<file path="config.mk">
export PLATFORM = sky130hd
export DESIGN_NAME = pool_gb_rsp
export DESIGN_NICKNAME = d
export VERILOG_FILES = /design/src/rtl/pool_gb_rsp_pkg.sv /design/src/rtl/pool_gb_fifo2.sv /design/src/rtl/pool_gb_rsp.sv
export SDC_FILE = /design/constraint.sdc
export NUM_CORES = 2
export LEC_CHECK = 0
export BUFFER_PORTS_ARGS = -buffer_cell sky130_fd_sc_hd__buf_2
export CAP_MARGIN = 15
export CORE_AREA = 2 2 302 304
export DETAILED_ROUTE_END_ITERATION = 10
export DIE_AREA = 0 0 304 306
export PLACE_DENSITY = 0.62
export SETUP_SLACK_MARGIN = 0.2
export SYNTH_ARGS = -nofsm -noshare
export SYNTH_HDL_FRONTEND = slang
export SYNTH_SLANG_ARGS = --single-unit
</file>
<file path="constraint.sdc">
create_clock -name clk -period 20.9 [get_ports clk]
set_input_delay 0 -clock clk [delete_from_list [all_inputs] [get_ports clk]]
set_output_delay 0 -clock clk [all_outputs]
set_load 0.01 [all_outputs]
</file>
<file path="src/rtl/pool_gb_rsp_pkg.sv">
// Shared definitions for the pool-side GB read responder.
// Holds the default datapath geometry and the responder FSM state type.
package pool_gb_rsp_pkg;

    localparam int unsigned PSUM_WIDTH_DEF = 23;
    localparam int unsigned NUM_LANE_DEF   = 16;
    localparam int unsigned ADDR_WIDTH_DEF = 10;

    typedef enum logic [1:0] {
        ST_IDLE  = 2'd0,
        ST_BUSY  = 2'd1,
        ST_DRAIN = 2'd2
    } gb_state_e;

endpackage

</file>
<file path="src/rtl/pool_gb_fifo2.sv">
// Two-entry FIFO holding SRAM read words on their way to POOL.
// Ports:
//   clk, rst        - clock, asynchronous active-high reset
//   push, push_data - write a word (dropped if full and not popping)
//   pop, pop_data   - remove the head word; pop_data is the current head
//   full, empty     - occupancy flags
//   count           - occupancy 0..2
module pool_gb_fifo2 #(
    parameter int unsigned WIDTH = 8
) (
    input  logic             clk,
    input  logic             rst,
    input  logic             push,
    input  logic [WIDTH-1:0] push_data,
    input  logic             pop,
    output logic [WIDTH-1:0] pop_data,
    output logic             full,
    output logic             empty,
    output logic [1:0]       count
);

    logic [WIDTH-1:0] head_q, head_d;
    logic [WIDTH-1:0] tail_q, tail_d;
    logic [1:0]       count_q, count_d;
    logic             do_pop;
    logic             do_push;

    // Head always sits in head_q so the output is a plain register.
    always_comb begin
        head_d  = head_q;
        tail_d  = tail_q;
        count_d = count_q;
        do_pop  = pop && (count_q != 2'd0);
        do_push = push && ((count_q != 2'd2) || do_pop);
        case (count_q)
            2'd0: begin
                if (do_push) begin
                    head_d  = push_data;
                    count_d = 2'd1;
                end
            end
            2'd1: begin
                if (do_push && do_pop) begin
                    head_d = push_data;
                end else if (do_push) begin
                    tail_d  = push_data;
                    count_d = 2'd2;
                end else if (do_pop) begin
                    count_d = 2'd0;
                end
            end
            2'd2: begin
                if (do_pop) begin
                    head_d = tail_q;
                    if (do_push) begin
                        tail_d = push_data;
                    end else begin
                        count_d = 2'd1;
                    end
                end
            end
            default: begin
                count_d = 2'd0;
            end
        endcase
    end

    always_ff @(posedge clk or posedge rst) begin
        if (rst) begin
            head_q  <= '0;
            tail_q  <= '0;
            count_q <= '0;
        end else begin
            head_q  <= head_d;
            tail_q  <= tail_d;
            count_q <= count_d;
        end
    end

    assign pop_data = head_q;
    assign full     = (count_q == 2'd2);
    assign empty    = (count_q == 2'd0);
    assign count    = count_q;

endmodule

</file>
<file path="src/rtl/pool_gb_rsp.sv">
// GB read responder for the pooling unit. Serves CFGGB_num_rd word reads
// per feature group: POOL presents addresses, each accepted address is
// passed straight to the external GB SRAM, and the returned word is queued
// in a 2-entry FIFO toward POOL. Data returns in address-accept order.
// Ports:
//   clk, rst                          - clock, asynchronous active-high reset
//   CFGGB_start, CFGGB_num_rd         - start pulse and word count
//   POOLGB_addr/_addr_val, GBPOOL_addr_rdy - address channel
//   GBPOOL_data/_val, POOLGB_rdy      - data channel
//   sram_ren, sram_addr, sram_rdata   - SRAM read port (1-cycle latency)
//   GBPOOL_done, GBPOOL_busy          - completion pulse, activity flag
module pool_gb_rsp
    import pool_gb_rsp_pkg::*;
#(
    parameter int unsigned PSUM_WIDTH = PSUM_WIDTH_DEF,
    parameter int unsigned NUM_LANE   = NUM_LANE_DEF,
    parameter int unsigned ADDR_WIDTH = ADDR_WIDTH_DEF
) (
    input  logic                           clk,
    input  logic                           rst,
    input  logic                           CFGGB_start,
    input  logic [15:0]                    CFGGB_num_rd,
    input  logic [ADDR_WIDTH-1:0]          POOLGB_addr,
    input  logic                           POOLGB_addr_val,
    output logic                           GBPOOL_addr_rdy,
    output logic [NUM_LANE*PSUM_WIDTH-1:0] GBPOOL_data,
    output logic                           GBPOOL_val,
    input  logic                           POOLGB_rdy,
    output logic                           sram_ren,
    output logic [ADDR_WIDTH-1:0]          sram_addr,
    input  logic [NUM_LANE*PSUM_WIDTH-1:0] sram_rdata,
    output logic                           GBPOOL_done,
    output logic                           GBPOOL_busy
);

    gb_state_e   state_q, state_d;
    logic [15:0] remaining_q, remaining_d;
    logic        inflight_q, inflight_d;
    logic        done_q, done_d;

    logic        fifo_full;
    logic        fifo_empty;
    logic [1:0]  fifo_count;
    logic        fifo_push;
    logic        pop;
    logic        hs;
    logic [2:0]  used;

    assign pop = GBPOOL_val && POOLGB_rdy;

    // A word popped this cycle frees its slot for the read issued now,
    // which is what lets back-to-back reads sustain one word per cycle.
    assign used = 3'(fifo_count) + 3'(inflight_q) - 3'(pop);

    assign GBPOOL_addr_rdy = (state_q == ST_BUSY) && (remaining_q != 16'd0)
                             && (used < 3'd2);
    assign hs        = POOLGB_addr_val && GBPOOL_addr_rdy;
    assign sram_ren  = hs;
    assign sram_addr = hs ? POOLGB_addr : '0;
    assign fifo_push = inflight_q && (!fifo_full || pop);

    always_comb begin
        state_d     = state_q;
        remaining_d = remaining_q;
        done_d      = 1'b0;
        inflight_d  = hs;
        case (state_q)
            ST_IDLE: begin
                if (CFGGB_start) begin
                    remaining_d = CFGGB_num_rd;
                    state_d     = (CFGGB_num_rd == 16'd0) ? ST_DRAIN : ST_BUSY;
                end
            end
            ST_BUSY: begin
                if (hs) begin
                    remaining_d = remaining_q - 16'd1;
                    if (remaining_q == 16'd1) begin
                        state_d = ST_DRAIN;
                    end
                end
            end
            ST_DRAIN: begin
                if (fifo_empty && !inflight_q) begin
                    done_d  = 1'b1;
                    state_d = ST_IDLE;
                end
            end
            default: begin
                state_d = ST_IDLE;
            end
        endcase
    end

    always_ff @(posedge clk or posedge rst) begin
        if (rst) begin
            state_q     <= ST_IDLE;
            remaining_q <= '0;
            inflight_q  <= 1'b0;
            done_q      <= 1'b0;
        end else begin
            state_q     <= state_d;
            remaining_q <= remaining_d;
            inflight_q  <= inflight_d;
            done_q      <= done_d;
        end
    end

    pool_gb_fifo2 #(
        .WIDTH (NUM_LANE*PSUM_WIDTH)
    ) u_fifo (
        .clk       (clk),
        .rst       (rst),
        .push      (fifo_push),
        .push_data (sram_rdata),
        .pop       (pop),
        .pop_data  (GBPOOL_data),
        .full      (fifo_full),
        .empty     (fifo_empty),
        .count     (fifo_count)
    );

    assign GBPOOL_val  = !fifo_empty;
    assign GBPOOL_done = done_q;
    assign GBPOOL_busy = (state_q != ST_IDLE);

endmodule

</file>
Word-level counts from Yosys, hierarchy flattened --
Cells that the tools add are included.
Storage, ports and cells: bits of input ports 399, logic and storage cells 82, bits in registers 758, output and inout bits 383
Operators by class: add/subtract/negate cells 3, magnitude comparators 1, multiplexer cells 27, reductions and logical operators 28, equality and inequality tests 16
Operator list (number):
- $mux 368 | 6
- $pmux 368 s3 | 1
- $pmux 368 s2 | 1
- $mux 16 | 2
- $pmux 16 s2 | 1
- $mux 2 | 11
- $eq 16x1->1 const B | 1
- $logic_not 16->1 | 1
- $reduce_bool 16->1 | 1
- $sub 16x1->16 const B | 1
- $ne 2x2->1 const B | 6
- $pmux 2 s3 | 2
- $mux 10 | 1
- $logic_and 1x1->1 | 9
- $ne 2x1->1 const B | 4
- $reduce_and 4->1 | 2
- $reduce_bool 2->1 | 4
- $reduce_and 3->1 | 2
- $reduce_and 5->1 | 1
- $eq 2x1->1 const B | 2
- $eq 2x2->1 const B | 2
- $logic_not 2->1 | 2
- $add 2x1->3 | 1
- $logic_not 1->1 | 3
- other kinds (6) | 8

Longest topological paths before layout --
depth in word-level cells 9, gate-level depth with buffers 12, mapped depth without buffers 10

Cells and area by module --
A second synthesis with hierarchy kept.
Unflattened totals: cells, all modules 2158, area total of the unflattened synthesis 33219.4 µm²
Modules (own cells, without submodules):
- pool_gb_fifo2 | instances 1, area each 31709.2 µm², sequential area each 18467.7 µm², cells each 1981
- pool_gb_rsp | instances 1, area each 1510.2 µm², sequential area each 500.5 µm², cells each 177

Least setup slack after synthesis --
OpenSTA, ideal clock, no wires.
path type flip-flop to flip-flop, start register u_fifo.count_q[1], in the netlist u_fifo.count[1], end register remaining_q[10], period minus slack after synthesis 3.149 ns, required time 20.776 ns, setup time 0.124 ns, setup slack 17.751 ns, buffers on the path 1, arrival 3.025 ns, cell stages (with the launch flop) 12, cell sequence dfrtp_1 > buf_2 > or2_2 > and2_1 > ha_1 > nand2b_1 > fa_1 > xnor2_1 > nand4_1 > nor2_1 > mux2i_1 > a211o_1
On the way: word-level cells in the longest chain between the ends 9, elaborated cells between the ends (all ways) 10, classes of those cells 2 x add/sub; 1 x order compare; 1 x eq/ne; 6 x reduce/logical
Ends and longest elaborated chain:
- from (decl) | line pool_gb_fifo2.sv:24 | logic [1:0] count_q, count_d;
- from (signal assigned) | line pool_gb_fifo2.sv:76 | count_q <= count_d;
- $logic_not 2->1 | line pool_gb_fifo2.sv:82 | assign empty = (count_q == 2'd0);
- $logic_not 1->1 | line pool_gb_rsp.sv:122 | assign GBPOOL_val = !fifo_empty;
- net GBPOOL_val | line pool_gb_rsp.sv:27 | output logic GBPOOL_val,
- $logic_and 1x1->1 | line pool_gb_rsp.sv:49 | assign pop = GBPOOL_val && POOLGB_rdy;
- $sub 3x1->3 | line pool_gb_rsp.sv:53 | assign used = 3'(fifo_count) + 3'(inflight_q) - 3'(pop);
- $lt 3x2->1 | line pool_gb_rsp.sv:56 | && (used < 3'd2);
- $logic_and 1x1->1 | line pool_gb_rsp.sv:56
- $logic_and 1x1->1 | line pool_gb_rsp.sv:57 | assign hs = POOLGB_addr_val && GBPOOL_addr_rdy;
- net sram_ren | line pool_gb_rsp.sv:29 | output logic sram_ren,
- $ne 2x2->1 (no line)
- $reduce_and 3->1 (no line)
- to (signal assigned) | line pool_gb_rsp.sv:102 | remaining_q <= remaining_d;
- to (decl) | line pool_gb_rsp.sv:37 | logic [15:0] remaining_q, remaining_d;
The timed path passes the listed nets, and every way through them passes these cells. A chain may end at the register's enable or synchronous reset.

==> results.sh <==
export IMPL_final_period_utilization_pct=22.2
export IMPL_cp_slowest_stage_delay_ns=0.88
export IMPL_seqCellArea_sq_um=19000
export IMPL_crit_type="in -> async"
export IMPL_vias=25900
export IMPL_yosys_warnings=0
export IMPL_synth_area_leaders="dfrtp_1 60%, mux2_1 11%, nand2_1 8.9%"
export IMPL_finClkSkew_ns=0.0158
export IMPL_netlist_instances=2974
export IMPL_gr_total_overflow=0
export IMPL_grt_pass1_vias=26100
export IMPL_hold_class="in -> reg"
export IMPL_layout_core_utilization_pct=48.0
export IMPL_numCtsBuffers=86
export IMPL_syn2layout_area_growth_pct=35.6
export IMPL_worst_pin_slew_ns=1.47
export IMPL_synth_edf_count=0
export IMPL_final_cell_area_sq_um=43000
export IMPL_max_cap_viol_count=0
export IMPL_ys_seq_area_share_pct=59.8
export IMPL_clkSinkCount=758
export IMPL_drive_gt1_share_pct=24.2
export IMPL_power_per_cell_area_nw_per_um2=148
export IMPL_holdBufCountCts=396
export IMPL_start_kind="primary input"
export IMPL_insertion_delay_ns=0.65
export IMPL_route_detailed_drc=0
export IMPL_cp_common_cell="buf_4"
export IMPL_cp_arrival_ns=5.30
export IMPL_synth_seq_cells=758
export IMPL_fp_dieW_um=304
export IMPL_fin_crit_ns=4.64
export IMPL_place_congestion=0.833
export IMPL_yosys_area_top_type_share_pct=59.8
export IMPL_drt_first_iter_violations=1895
export IMPL_r2r_slack_ns=16.68
export IMPL_ctsLongestPathBuffers=3
export IMPL_synth_ff_type="dfrtp_1"
export IMPL_io_pins=782
export IMPL_firstDrtPassIters=7
export IMPL_tritoncts="built"
export IMPL_synth_nets=3378
export IMPL_yosysTopAreaCell="dfrtp_1"
export IMPL_netlist_area_sq_um=31700
export IMPL_fp_row_count=110
export IMPL_path_clk_slew_ns=0.06
export IMPL_yosysUniqueCellTypes=53
export IMPL_cp_required_ns=21.56
export IMPL_viasPerCell=4.88
export IMPL_wl_um=93000
export IMPL_dieHeight_um=306
export IMPL_grt_max_degree=191
export IMPL_cts_resized=0
export IMPL_antenna_found_initial=10
export IMPL_dpl_cell_area_sq_um=36200
export IMPL_run_status="complete, no violations"
export IMPL_fin_tns_setup_ns=0
export IMPL_htreeDepth=3
export IMPL_leakagePower_uw=0.0197
export IMPL_async_reset_ff_share_pct=100
export IMPL_hold_violations=0
export IMPL_slowest_stage="buf_4"
export IMPL_layout_common_cells="781 x buf_2, 758 x dfrtp_1, 754 x nand2_1"
export IMPL_postSynthAreaPerCell_sq_um=10.7
export IMPL_initial_core_util_pct=35.4
export IMPL_cp_end_kind="asynchronous set/reset pin"
export IMPL_crit_chain="dlygate4sd3_1 -> dlygate4sd3_1 -> buf_2 -> clkinvlp_4 -> buf_12 -> buf_4 -> buf_4 -> buf_4 -> buf_12"
export IMPL_peakVddDrop_mv=0.0973
export IMPL_cp_max_fo=166
export IMPL_slew_headroom_pct=1.97
export IMPL_wl_per_cell_um=17.5
export IMPL_rsz0062_at_grt="false"
export IMPL_core_sq_um=89600
export IMPL_clk_root_buffer_cell="clkbuf_16"
export IMPL_post_dp_hpwl_um=59300
export IMPL_drv_slew=0
export IMPL_postRouteAntennaNets=0
export IMPL_fillers=8147
export IMPL_multi_input_area_sq_um=11600
export IMPL_grt_pass1_wl_um=146000
export IMPL_layout_commonest_cell="buf_2"
export IMPL_port_buffers=781
export IMPL_cts_setup_buffers=0
export IMPL_setup_viol=0
export IMPL_finalNetCount=4459
export IMPL_die_area_sq_um=93000
export IMPL_max_freq_mhz=216
export IMPL_grt_use_total_pct=19.5
area by class of cell:
class	instances	share of cell area, %
diodes	8	0.0466
clock buffers	132	5.96
clock inverters	20	0.439
inverters	7	0.0698
multi-input cells	1997	27.0
flip-flops and latches	758	44.1
well taps	1176	3.42
repair buffers	1205	19.0
where the power goes:
group	internal [uW]	switching [uW]
clock	848	617
combinational	951	1330
sequential	2210	406
cell usage after synthesis (all sizes together), types with 2 or more instances:
master  instances
nor4            9
nor2b           4
dfrtp         758
buf           120
a21oi          17
nor4b           2
a311oi          2
o32ai           2
mux2          368
nand2b          4
nand3           6
and3           10
a31oi         370
nand4           4
ha              4
nand2         756
nor3b           3
or3             3
clkbuf         92
nor2          381
and4            3
o21ai          14
inv             7
o22ai           7
nor3            8
and2            2
cells by family after synthesis:
| kind of cell | Yosys count | share of synthesized area, % |
|---|---|---|
| buffers and inverters | 219 | 3.77 |
| muxes | 369 | 13.1 |
| xor gates and xnor gates | 1 | 0.0276 |
| adders and majority gates | 5 | 0.221 |
| AOI/OAI and AO/OA | 424 | 8.37 |
| DFF | 758 | 59.8 |
| and+or+nand+nor | 1198 | 14.7 |
layer usage:
metal  track usage [%]  up-vias  wire length, um  share of wire [%]
met5                 0        -               34              0.037
met4              6.35        6             2890                3.1
met3              5.80      178             6320                6.8
met2              33.2      740            45500                 49
met1              23.7    12600            38300                 41
li1                  -    12300                -                  -
metrics by stage:
| stage | total power [uW] | setup WS [ns] | instances | hold slack [ns] |
|---|---|---|---|---|
| 6_report | 6360 | 16.26 | 5303 | 0.110 |
| 5_1_grt | 6800 | 15.50 | 5301 | 0.0747 |
| 4_1_cts | 6410 | 16.42 | 5293 | 0.0454 |
| 3_5_place_dp | 4860 | 16.26 | 4745 | 0.231 |
| 3_3_place_gp | 4780 | 16.26 | 4745 | 0.227 |
| 2_1_floorplan | 4030 | 10.51 | 2974 | 0.124 |
state kept, by name, indices dropped and copies added (netlist names):
name	cells
GBPOOL_done	1
inflight_q	1
remaining_q	16
state_q	2
u_fifo.count	2
u_fifo.pop_data	368
u_fifo.tail_q	368
critical path, delay by kind of cell:
kind                   cells  cell delay, ns
buffers and inverters      9            5.02
worst paths after layout:
check	start	cells after the start	to
hold / removal	sram_rdata[251]	3	u_fifo.tail_q[251]$_DFFE_PP0P_
setup reg to reg	u_fifo.count[1]$_DFFE_PP0P_	11	remaining_q[3]$_DFFE_PP0P_
max in group clk	u_fifo.count[1]$_DFFE_PP0P_	11	remaining_q[3]$_DFFE_PP0P_
min in group asynchronous	rst	4	u_fifo.pop_data[357]$_DFFE_PP0P_
hold reg to reg	u_fifo.tail_q[62]$_DFFE_PP0P_	1	u_fifo.tail_q[62]$_DFFE_PP0P_
setup / recovery	rst	9	u_fifo.pop_data[168]$_DFFE_PP0P_
No activity file was read; power rests on OpenSTA's default activity.
